--- src/rtl/event_encoder.sv ---
// event_encoder: serializes (x, y, t, p) events into a 7-byte frame over a
// valid/ready byte stream. Define EVENT_ENCODER_CRC_EN to append an XOR
// checksum byte, which makes the frame 8 bytes long.
module event_encoder #(
  parameter bit DROP_NEG = 1'b0
) (
  input  logic        clk,
  input  logic        rst_n,
  input  logic [15:0] in_x,
  input  logic [15:0] in_y,
  input  logic [15:0] in_t,
  input  logic        in_p,
  input  logic        in_valid,
  output logic        in_ready,
  output logic [7:0]  out_data,
  output logic        out_valid,
  input  logic        out_ready,
  output logic        busy,
  output logic [15:0] evt_count
);

`ifdef EVENT_ENCODER_CRC_EN
  localparam int unsigned FRAME_LEN = 8;
`else
  localparam int unsigned FRAME_LEN = 7;
`endif
  localparam int unsigned IDX_W    = 3;
  localparam logic [IDX_W-1:0] LAST_IDX = IDX_W'(FRAME_LEN - 1);

  typedef enum logic {
    IDLE = 1'b0,
    SEND = 1'b1
  } state_t;

  state_t           state_q, state_nx;
  logic [IDX_W-1:0] idx_q, idx_nx;
  logic [15:0]      hold_x_q, hold_x_nx;
  logic [15:0]      hold_y_q, hold_y_nx;
  logic [15:0]      hold_t_q, hold_t_nx;
  logic             hold_p_q, hold_p_nx;
  logic [15:0]      evt_count_nx;
  logic             byte_xfer;
  logic             last_xfer;
  logic             accept;

  // State, byte index, holding register and event counter
  always_ff @(posedge clk or negedge rst_n) begin : regs
    if (!rst_n) begin
      state_q   <= IDLE;
      idx_q     <= '0;
      hold_x_q  <= '0;
      hold_y_q  <= '0;
      hold_t_q  <= '0;
      hold_p_q  <= 1'b0;
      evt_count <= '0;
    end else begin
      state_q   <= state_nx;
      idx_q     <= idx_nx;
      hold_x_q  <= hold_x_nx;
      hold_y_q  <= hold_y_nx;
      hold_t_q  <= hold_t_nx;
      hold_p_q  <= hold_p_nx;
      evt_count <= evt_count_nx;
    end
  end

  // Next-state, handshakes and frame sequencing
  always_comb begin : fsm_comb
    state_nx     = state_q;
    idx_nx       = idx_q;
    hold_x_nx    = hold_x_q;
    hold_y_nx    = hold_y_q;
    hold_t_nx    = hold_t_q;
    hold_p_nx    = hold_p_q;
    evt_count_nx = evt_count;
    in_ready     = 1'b0;
    out_valid    = 1'b0;
    busy         = 1'b0;
    byte_xfer    = 1'b0;
    last_xfer    = 1'b0;
    accept       = 1'b0;

    case (state_q)
      IDLE: begin
        in_ready = 1'b1;
      end
      SEND: begin
        out_valid = 1'b1;
        busy      = 1'b1;
        byte_xfer = out_ready;
        last_xfer = out_ready && (idx_q == LAST_IDX);
        // Accepting alongside the last byte lets frames run back-to-back
        in_ready  = last_xfer;
      end
      default: begin
        state_nx = IDLE;
      end
    endcase

    accept = in_valid && in_ready;

    if (byte_xfer) begin
      idx_nx = idx_q + IDX_W'(1);
    end

    if (last_xfer) begin
      evt_count_nx = evt_count + 16'd1;
      state_nx     = IDLE;
      idx_nx       = '0;
    end

    if (accept) begin
      hold_x_nx = in_x;
      hold_y_nx = in_y;
      hold_t_nx = in_t;
      hold_p_nx = in_p;
      // Negative events are latched but never framed when DROP_NEG is set
      if (!(DROP_NEG && !in_p)) begin
        state_nx = SEND;
        idx_nx   = '0;
      end
    end
  end

`ifdef EVENT_ENCODER_CRC_EN
  logic [7:0] crc;

  // Checksum over the seven header/payload bytes
  always_comb begin : crc_comb
    crc = {7'b1010101, hold_p_q} ^ hold_x_q[15:8] ^ hold_x_q[7:0]
        ^ hold_y_q[15:8] ^ hold_y_q[7:0] ^ hold_t_q[15:8] ^ hold_t_q[7:0];
  end
`endif

  // Byte select from the holding register; zero outside a frame
  always_comb begin : byte_mux
    out_data = 8'h00;
    if (state_q == SEND) begin
      case (idx_q)
        3'd0:    out_data = {7'b1010101, hold_p_q};
        3'd1:    out_data = hold_x_q[15:8];
        3'd2:    out_data = hold_x_q[7:0];
        3'd3:    out_data = hold_y_q[15:8];
        3'd4:    out_data = hold_y_q[7:0];
        3'd5:    out_data = hold_t_q[15:8];
        3'd6:    out_data = hold_t_q[7:0];
`ifdef EVENT_ENCODER_CRC_EN
        3'd7:    out_data = crc;
`endif
        default: out_data = 8'h00;
      endcase
    end
  end

endmodule

--- config.mk ---
export PLATFORM = sky130hd
export DESIGN_NAME = event_encoder
export DESIGN_NICKNAME = d
export VERILOG_FILES = /design/src/rtl/event_encoder.sv
export SDC_FILE = /design/constraint.sdc
export NUM_CORES = 1
export LEC_CHECK = 0
export ABC_AREA = 0
export BUFFER_PORTS_ARGS = -buffer_cell sky130_fd_sc_hd__buf_2
export CAP_MARGIN = 20
export CELL_PAD_IN_SITES_DETAIL_PLACEMENT = 1
export CELL_PAD_IN_SITES_GLOBAL_PLACEMENT = 2
export CORE_UTILIZATION = 31
export CTS_CLUSTER_SIZE = 16
export DETAILED_ROUTE_END_ITERATION = 8
export GPL_ROUTABILITY_DRIVEN = 0
export PLACE_DENSITY_LB_ADDON = 0.1
export SLEW_MARGIN = 0
export SYNTH_ARGS = -nofsm -noshare
export SYNTH_HDL_FRONTEND = slang
export SYNTH_SLANG_ARGS = --single-unit
export TNS_END_PERCENT = 30
--- constraint.sdc ---
create_clock -name clk -period 2 [get_ports clk]
set_input_delay 0.3 -clock clk [delete_from_list [all_inputs] [get_ports clk]]
set_output_delay 0.3 -clock clk [all_outputs]
set_load 0.05 [all_outputs]
After elaboration in Yosys (flattened, before gate mapping) --
Index checks and enable logic that the tools add are counted. W data, S select, Z words.
Word-level totals: bits in registers 69, latch bits 0, RAM bits 0, ROM bits 0, word-level logic and storage cells 32, memories kept 0
Operators by class: add/subtract/negate cells 2, multipliers 0, divide/modulo/power cells 0, magnitude comparators 0, eq/ne operators 6, shift operators 0, muxes and demuxes 11, bitwise logic cells 1, reductions and logical operators 5
Operator list (count):
- $pmux W8 S7 | 1
- $add A16 B1 Y16 const B | 1
- $eq A3 B3 Y1 const B | 3
- $mux W3 | 3
- $mux W8 | 1
- $eq A3 B2 Y1 const B | 2
- $mux W1 | 5
- $add A3 B1 Y3 const B | 1
- $eq A3 B1 Y1 const B | 1
- $logic_not A3 Y1 | 1
- $reduce_bool A3 Y1 | 1
- $logic_and A1 B1 Y1 | 2
- $pmux W1 S2 | 1
- $reduce_bool A2 Y1 | 1
- $not A1 Y1 | 1

Longest topological paths before layout --
word-level depth 5, gate-level depth with buffers 9, gate-level depth less buffers 6

Worst setup path before layout --
Ideal clock, no wire load.
kind reg2out, start reg idx_q[2], end out out_data[3], arrival time 2583 ps, required time 1700 ps, path slack -883 ps, cell stages (with the launch flop) 8, path through dfrtp_1 > buf_2 > inv_1 > ha_1 > clkbuf_1 > a22o_1 > a2111oi_0 > a311oi_1
On the way: word-level cells in the longest chain between the ends 3, elaborated cells on any way between the ends 9, those cells by class eq/ne (6); mux (2); reduce/logical (1)
RTL lines:
- start, declared | line 36 | logic [IDX_W-1:0] idx_q, idx_nx;
- start signal, assigned | line 58 | idx_q <= idx_nx;
- $eq A3 B3 Y1 (tied with other cells) | line 139 | case (idx_q)
- $pmux W8 S7 * | line 139
- $mux W8 * | line 138 | if (state_q == SEND) begin
- end, declared | line 15 | output logic [7:0] out_data,
Mark *: on every way between the ends. The rest lies on a longest branch, timed or not.

Final worst setup path --
start reg idx_q[0], end out out_data[6]
The elaborated chain is that of the path after synthesis.

==> impl_metrics.json <==
{
  "initial_utilization_pct": 32.53,
  "tns_ps": -2458,
  "dp_hpwl_um": 5809,
  "die_h_um": 104.2,
  "grt_use_met1_pct": 22.06,
  "portBuffers": 79,
  "cap_violations": 0,
  "yosysSeqAreaShare_pct": 53.32,
  "worst_slew_pin_slew_ps": 472.8,
  "grt_use_met3_pct": 4.073,
  "synth_area_per_cell_um2": 12.85,
  "violations": "negative setup slack",
  "worstSetupPathType": "reg -> out",
  "syn_to_final_growth_pct": 34.35,
  "antenna_left": 0,
  "firstDrtPassIters": 4,
  "drt-total-wl_um": 8016,
  "grt_max_degree": 70,
  "status": "complete, but fails checks",
  "viasPerCell": 4.813,
  "root_buffer": "clkbuf_8",
  "ir_worst_vdd_mv": 0.7048,
  "ys_ff_latch": 69,
  "finalSetupViolCount": 8,
  "clockBufferDepth": 2,
  "synth_cell_types": 43,
  "drc": 0,
  "syn_inst": 252,
  "cp-startpoint": "idx_q[0]",
  "synth_area_um2": 3238,
  "reg2regPathDepth": 8,
  "clock_latency_ps": 350,
  "diodes": 0,
  "slew_viol_final": 0,
  "period_minus_slack_ps": 2359,
  "r2r_end": "hold_y_q[15]",
  "crit_arrival_ps": 2060,
  "antenna_found_initial": 0,
  "grt_pass1_vias": 2527,
  "synthesis.nets": 311,
  "drtIter0Drc": 44,
  "cts_buffers": 9,
  "cp-start-kind": "flop",
  "gr-total-overflow": 0,
  "finalClockSkew_ps": 10.83,
  "coreArea_um2": 9955,
  "drive_gt1_share_pct": 57.06,
  "dieArea_um2": 10860,
  "cts_tree": "yes",
  "r2r_start": "idx_q[0]",
  "layout_setup_ws_ps": -358.9,
  "clock-sinks": 69,
  "place_area_um2": 3954,
  "reg2reg_setup_slack_ps": 80,
  "holdWs_ps": 179.0,
  "rsz0062_at_grt": "yes",
  "ios": 80,
  "track_usage_pct": 16.03,
  "hold_viol_final": 0,
  "cp_max_fo": 5,
  "crit_path_end": "out_data[6]",
  "fmax_ghz": 0.4239,
  "worstPathRequired_ps": 1700,
  "final_cells": 487,
  "ctsHtreeMaxLevel": 3,
  "rows": 36,
  "routedWlPerCell_um": 16.46,
  "cts.clk_slew.worst_paths_ps": 80,
  "dp.cells": 467,
  "via_count": 2344,
  "endpoint_kind": "output port",
  "final_area_um2": 4350,
  "top_usage_layer": "met2",
  "max_slew_margin_pct": 68.19,
  "use_met2_pct": 24.43,
  "p_leak_nw": 1.952,
  "min_path_type": "in -> reg",
  "die_w_um": 104.2,
  "fin_nets": 409,
  "hold-path-cell-count": 2,
  "powerDensity_nw_per_um2": 1685,
  "ys_warn_count": 0,
  "grt_pass1_wl_um": 13490,
  "min_period_over_period_pct": 117.9
}
per-stage QoR:
step	total power [W]	worst slack, ps	utilization [%]
after detailed placement	0.005743	-225.9	39.72
final	0.007332	-358.9	43.70
after global routing	0.007767	-471.8	43.70
after floorplan	0.004755	-161.1	-
after global placement	0.005694	-165.1	39.72
after CTS	0.007342	-418.1	43.35
metal layers:
layer  share of wire (%)  routed length (um)
met5                   0                   0
met4                0.97                  78
met3                 3.9                 312
met2                  47                3748
met1                  48                3878
flip-flops by register name, summed over array words and instances, names as in the netlist:
register,count
hold_t_q,16
evt_count,16
hold_y_q,16
hold_p_q,1
hold_x_q,16
idx_q,3
state_q,1
cells in the final DEF, fill, tap and decap left out, drive strengths merged, types with 2 or more instances in the layout:
cell type / synthesis / layout
a21oi: 4 / 4
o21ai: 4 / 4
clkinv: 0 / 3
nand4: 4 / 4
a32oi: 2 / 2
buf: 16 / 104
inv: 4 / 4
xnor2: 14 / 14
nand3: 7 / 7
nand2: 18 / 18
a222oi: 2 / 2
ha: 6 / 6
mux2: 49 / 49
nand2b: 2 / 2
a31oi: 2 / 2
clkbuf: 2 / 10
nor2: 11 / 11
and3: 2 / 2
a22oi: 11 / 11
dfrtp: 69 / 69
a221oi: 6 / 6
a22o: 3 / 3
how the worst min path moves through the flow:
stage	start	endpoint	slack, ps
final	in_y[6]	hold_y_q[6]	180
after global routing	in_y[6]	hold_y_q[6]	160
after CTS	in_y[6]	hold_y_q[6]	150
after detailed placement	rst_n	hold_y_q[5]	360
after global placement	rst_n	hold_y_q[5]	360
after floorplan	rst_n	evt_count[0]	4
cell type report:
type	instances	area, um^2
multi-input cells	161	1546
clock buffers	10	127.6
fillers	1070	5604
inverters	4	17.52
flip-flops and latches	69	1729
clock inverters	5	52.55
repair buffers	105	710.7
well taps	133	166.4
cell families (layout without fill, tap and decap cells):
kind of cell / after synthesis / count (layout) / synth area share [%]
AO/OA/AOI/OAI: 40 / 40 / 9.661
XOR/XNOR: 15 / 15 / 4.057
adder cells (fa/ha/maj): 6 / 6 / 2.318
multiplexers: 49 / 49 / 18.20
flip-flops: 69 / 69 / 53.32
AND/OR/NAND/NOR: 51 / 51 / 8.192
buffers and inverters: 22 / 124 / 4.250
cells in the mapped netlist:
| library cell | n | area, um^2 |
|---|---|---|
| a22o_1 | 3 | 26.28 |
| buf_6 | 3 | 33.78 |
| o21ai_0 | 4 | 20.02 |
| nand3_1 | 6 | 30.03 |
| buf_4 | 3 | 22.52 |
| o31ai_1 | 1 | 7.510 |
| mux2_4 | 10 | 150.1 |
| xor2_1 | 1 | 8.760 |
| a221o_1 | 1 | 10.01 |
| nand2b_1 | 2 | 12.51 |
| nor2_1 | 10 | 37.54 |
| nand2_1 | 17 | 63.81 |
| a32o_1 | 1 | 10.01 |
| a31oi_1 | 2 | 12.51 |
| mux2_2 | 39 | 439.2 |
| and3_1 | 2 | 12.51 |
| a221oi_1 | 6 | 52.55 |
| and4_1 | 1 | 8.760 |
| buf_8 | 1 | 15.01 |
| buf_1 | 1 | 3.750 |
| nand4_1 | 4 | 25.02 |
| a21oi_1 | 4 | 20.02 |
| nor4_1 | 1 | 6.260 |
| and2_4 | 1 | 8.760 |
| nor2_2 | 1 | 6.260 |
| nand3b_1 | 1 | 7.510 |
| o41ai_2 | 1 | 16.27 |
| clkbuf_1 | 2 | 7.510 |
| dfrtp_1 | 69 | 1727 |
| a22oi_1 | 11 | 82.58 |
| a2111oi_0 | 1 | 8.760 |
| a311oi_1 | 1 | 8.760 |
| inv_1 | 4 | 15.01 |
| nor2b_1 | 1 | 6.260 |
| nand2_4 | 1 | 11.26 |
| nand3_4 | 1 | 17.52 |
| ha_1 | 6 | 75.07 |
| or2_2 | 1 | 6.260 |
| xnor2_1 | 14 | 122.6 |
| nor3_1 | 1 | 5.000 |
| buf_2 | 8 | 40.04 |
| a222oi_1 | 2 | 20.02 |
| a32oi_1 | 2 | 17.52 |
what timing repair did:
action                     4_1_cts  5_1_grt
hold buffers                     1        0
hold endpoints to repair        69        0
pin swaps                        8        5
setup endpoints to repair       16       34
setup buffers                    3        1
resized for setup               38        7
report_power, final:
part | switching [W] | internal [W] | leakage (nW) | total (W)
registers | 0.000422 | 0.00197 | 0.854 | 0.00239
logic | 0.00208 | 0.00180 | 1.01 | 0.00387
clock network | 0.000508 | 0.000562 | 0.0919 | 0.00107
critical path: stages (launching register included):
cell and delay, ps:
dfrtp_2 430, inv_4 60, ha_4 160, buf_6 120, a222oi_1 370, o21ai_1 130, a221oi_2 220, nor2_2 70
buf_6 150
Power figures use the tool's default switching activity.
